==> src/rtl/simple_register.sv <==
// rtl/simple_register.sv - parallel-load datapath register, reloads every cycle
// Holds instruction, memory-data and ALU-out values between multi-cycle steps.
module simple_register #(
    parameter int               WIDTH       = 16,
    parameter logic [WIDTH-1:0] RESET_VALUE = {WIDTH{1'b0}}
) (
    input  logic             CLK,
    input  logic             RST,
    input  logic [WIDTH-1:0] input_SR,
    output logic [WIDTH-1:0] output_SR
);

    // Declaration initializer gives a defined power-up value before the first edge.
    logic [WIDTH-1:0] data_q = RESET_VALUE;

    // X/Z on RST falls through to the load branch, so an unconnected RST acts as a plain register.
    always_ff @(posedge CLK) begin
        if (RST) begin
            data_q <= RESET_VALUE;
        end else begin
            data_q <= input_SR;
        end
    end

    assign output_SR = data_q;

endmodule

==> config.mk <==
export PLATFORM = sky130hd
export DESIGN_NAME = simple_register
export DESIGN_NICKNAME = d
export VERILOG_FILES = /design/src/rtl/simple_register.sv
export SDC_FILE = /design/constraint.sdc
export NUM_CORES = 1
export LEC_CHECK = 0
export CORE_MARGIN = 2
export CORE_UTILIZATION = 34
export DETAILED_ROUTE_END_ITERATION = 8
export GPL_TIMING_DRIVEN = 0
export PLACE_DENSITY = 0.8
export SYNTH_ARGS = -nofsm -noshare
export SYNTH_HDL_FRONTEND = slang
export SYNTH_SLANG_ARGS = --single-unit
==> constraint.sdc <==
create_clock -name CLK -period 0.8 [get_ports CLK]
set_input_delay 0.16 -clock CLK [delete_from_list [all_inputs] [get_ports CLK]]
set_output_delay 0.16 -clock CLK [all_outputs]
set_load 0.01 [all_outputs]
# ---- After elaboration in Yosys (flattened, before gate mapping)
# Index checks and enable logic that the tools add are counted.
dict set report word_totals {
  reg_bits 16
  latchBits 0
  ram_bits 0
  romBits 0
  memories 0
}
dict set report op_classes {
  addsub 0
  mul 0
  n_div 0
  order_cmp 0
  eq_ne 0
  n_shift 0
  muxes 0
  n_bitwise 0
  n_reduce_logical 0
}

# ---- Longest topological paths before layout
dict set report logic_depth {
  word_depth 0
  mapped_depth 2
}

# ---- Worst setup path after synthesis
# OpenSTA, ideal clock, no wires.
dict set report synth_path {
  path_type {reg2out}
  from {reg data_q[0] (netlist: output_SR[0])}
  to {out output_SR[0]}
  arrival_ns 0.331
  required_time_ns 0.640
  slack_ns 0.309
  stages_incl_launch_ff 1
  n_path_buf 0
  cell_sequence {dfxtp_1}
}
# item line
set synth_lines {}
lappend synth_lines {{start, declared} 14} ;# logic [WIDTH-1:0] data_q = RESET_VALUE;
lappend synth_lines {{start signal, assigned} 21} ;# data_q <= input_SR;
lappend synth_lines {{end, declared} 10} ;# output logic [WIDTH-1:0] output_SR
# No word-level cell between the ends.

# ---- Final worst setup path
dict set report layout_path {
  from {reg data_q[15] (netlist: output_SR[15])}
  to {out output_SR[15]}
}
# No word-level cell between the ends.

==> flow_summary.json <==
{
  "drv_slew": 0,
  "dpl_worst_slack_ns": -0.322,
  "worst_slack_ns": -0.0689,
  "start_util_pct": 36.1,
  "cts_tree": "built",
  "finalHoldViolations": 0,
  "final_cells": 85,
  "yosysWarnings": 0,
  "core_region_area_sq_mm": 0.00128,
  "dpl.hpwl_um": 590,
  "synth_top_area_share_pct": 69.0,
  "dieArea_sq_mm": 0.00168,
  "cts_root_buffer": "clkbuf_4",
  "synth_seq_area_share_pct": 69.0,
  "required_ns": 0.64,
  "synth_area_leaders": "dfxtp_1 69%, nor2b_2 13%, and2b_2 11%",
  "hold_path_class": "in -> reg",
  "cp_cell_sequence": "buf_6",
  "use_met3_pct": 5.43,
  "path_class": "reg -> out",
  "portBuffers": 33,
  "yosysUniqueCellTypes": 5,
  "ys_seq_elements": 16,
  "clk_pin_slew_worst_paths_ns": 0.08,
  "cts_buffers": 3,
  "diodes": 0,
  "max_stage_delay_ns": 0.33,
  "final_common_cell": "clkdlybuf4s50_1",
  "rows": 13,
  "clk_path_buf_depth": 2,
  "die_x_um": 41.0,
  "powerDensity_mw_per_mm2": 1970,
  "grt_util_met1_pct": 8.94,
  "netlist_area_sq_um": 464,
  "synth_largest_area_cell": "dfxtp_1",
  "worst-path-buf-inv": 1,
  "syn_to_final_growth_pct": 70.4,
  "grt_max_degree": 11,
  "drive_gt1_share_pct": 52.9,
  "wl_per_cell_um": 9.18,
  "syn_nets": 51,
  "p_leak_nw": 0.368,
  "setup_viol": 16,
  "syn-mean-instance-area_sq_um": 14.1,
  "violations": "setup timing",
  "period_share_pct": 109,
  "vias_per_cell": 4.05,
  "drt_wl_total_um": 780,
  "cts_hold_buf": 0,
  "grt_overflow": 0,
  "fin_crit_ns": 0.869,
  "gp_congestion": 0.509,
  "layout_common_cells": "16 x clkdlybuf4s50_1, 13 x buf_2, 13 x dfxtp_1",
  "worstPathArrival_ns": 0.71,
  "fmax_mhz": 1150,
  "grt_pass1_wl_um": 1060,
  "syn_inst": 33,
  "rsz0062_at_grt": "true",
  "cp-start-kind": "register",
  "status": "finished, violations left",
  "dr.pass1.iters": 1,
  "holdWs_ns": 0.430,
  "met2_usage_pct": 17.2,
  "route.detailed.drc": 0,
  "critPathMaxFanout": 1,
  "cap_violations": 0,
  "htreeDepth": 1,
  "die_y_um": 41.0,
  "busiest_layer": "met2",
  "finalPower_mw": 1.56,
  "max-vdd-ir-drop_mv": 0.880,
  "worstMarginPinSlew_ns": 0.210,
  "worstSetupPathDepth": 1,
  "grt_usage_pct": 10.2,
  "max_slew_margin_pct": 86.0,
  "grt_pass1_vias": 286,
  "critPathSlowestCell": "dfxtp_2",
  "finalNetCount": 89,
  "antenna_found_initial": 0,
  "initialDrtViolationCount": 0,
  "clkSinkCount": 16,
  "crit_path_end_kind": "primary output",
  "fin_tns_setup_ns": -1.01,
  "vias": 344,
  "cp_top_family": "flip-flops",
  "ioPinCount": 34,
  "antenna_left": 0,
  "largest_reg_flops": 16,
  "endpoint": "output_SR[15]",
  "dp_cells": 81,
  "cp-startpoint": "output_SR[15]"
}
## how the worst min path moves through the flow
stage,startpoint,end,depth (start not counted)
floorplan,input_SR[11],output_SR[11],1
global placement,input_SR[14],output_SR[14],2
detailed placement,input_SR[11],output_SR[11],2
CTS,input_SR[11],output_SR[11],2
global route,input_SR[14],output_SR[14],2
finish,RST,output_SR[2],2
## timing repair
item	CTS	global route
pin swaps	0	0
endpoints found under the setup margin	32	16
buffers inserted	0	0
resized for setup	65	6
## routing by layer
layer | wire length [um] | up-vias
met5 | 0 | -
met4 | 0 | 0
met3 | 147 | 0
met2 | 349 | 24
met1 | 282 | 149
li1 | - | 171
## Yosys cell counts
cell type,n
nor2b_1,3
dfxtp_1,16
and2b_2,6
nor2b_2,7
buf_6,1
## cell type report
cell class	count	area, sq um
sequential	16	324
fill	121	494
multi-input combinational	16	133
tap	15	18.8
timing repair buffer	33	268
buffer	1	11.3
clock buffer	4	36.3
## where the power goes
group / switching [mW] / leakage (nW) / internal (mW)
Combinational: 0.0646 / 0.213 / 0.141
Sequential: 0.0101 / 0.134 / 0.840
Clock: 0.225 / 0.0210 / 0.276
## through the flow
stage               instance area, sq um  util, %
floorplan                            464        -
global placement                     813     63.3
global route                         791     61.5
finish                               791     61.5
CTS                                  768     59.8
detailed placement                   813     63.3
## logic make-up (layout without fill, tap and decap cells)
family | after synthesis | after routing | synth area share, %
simple gates | 16 | 16 | 28.6
buf+inv | 1 | 38 | 2.43
flops | 16 | 16 | 69.0
Note: power is estimated with default switching activity, not from simulation.
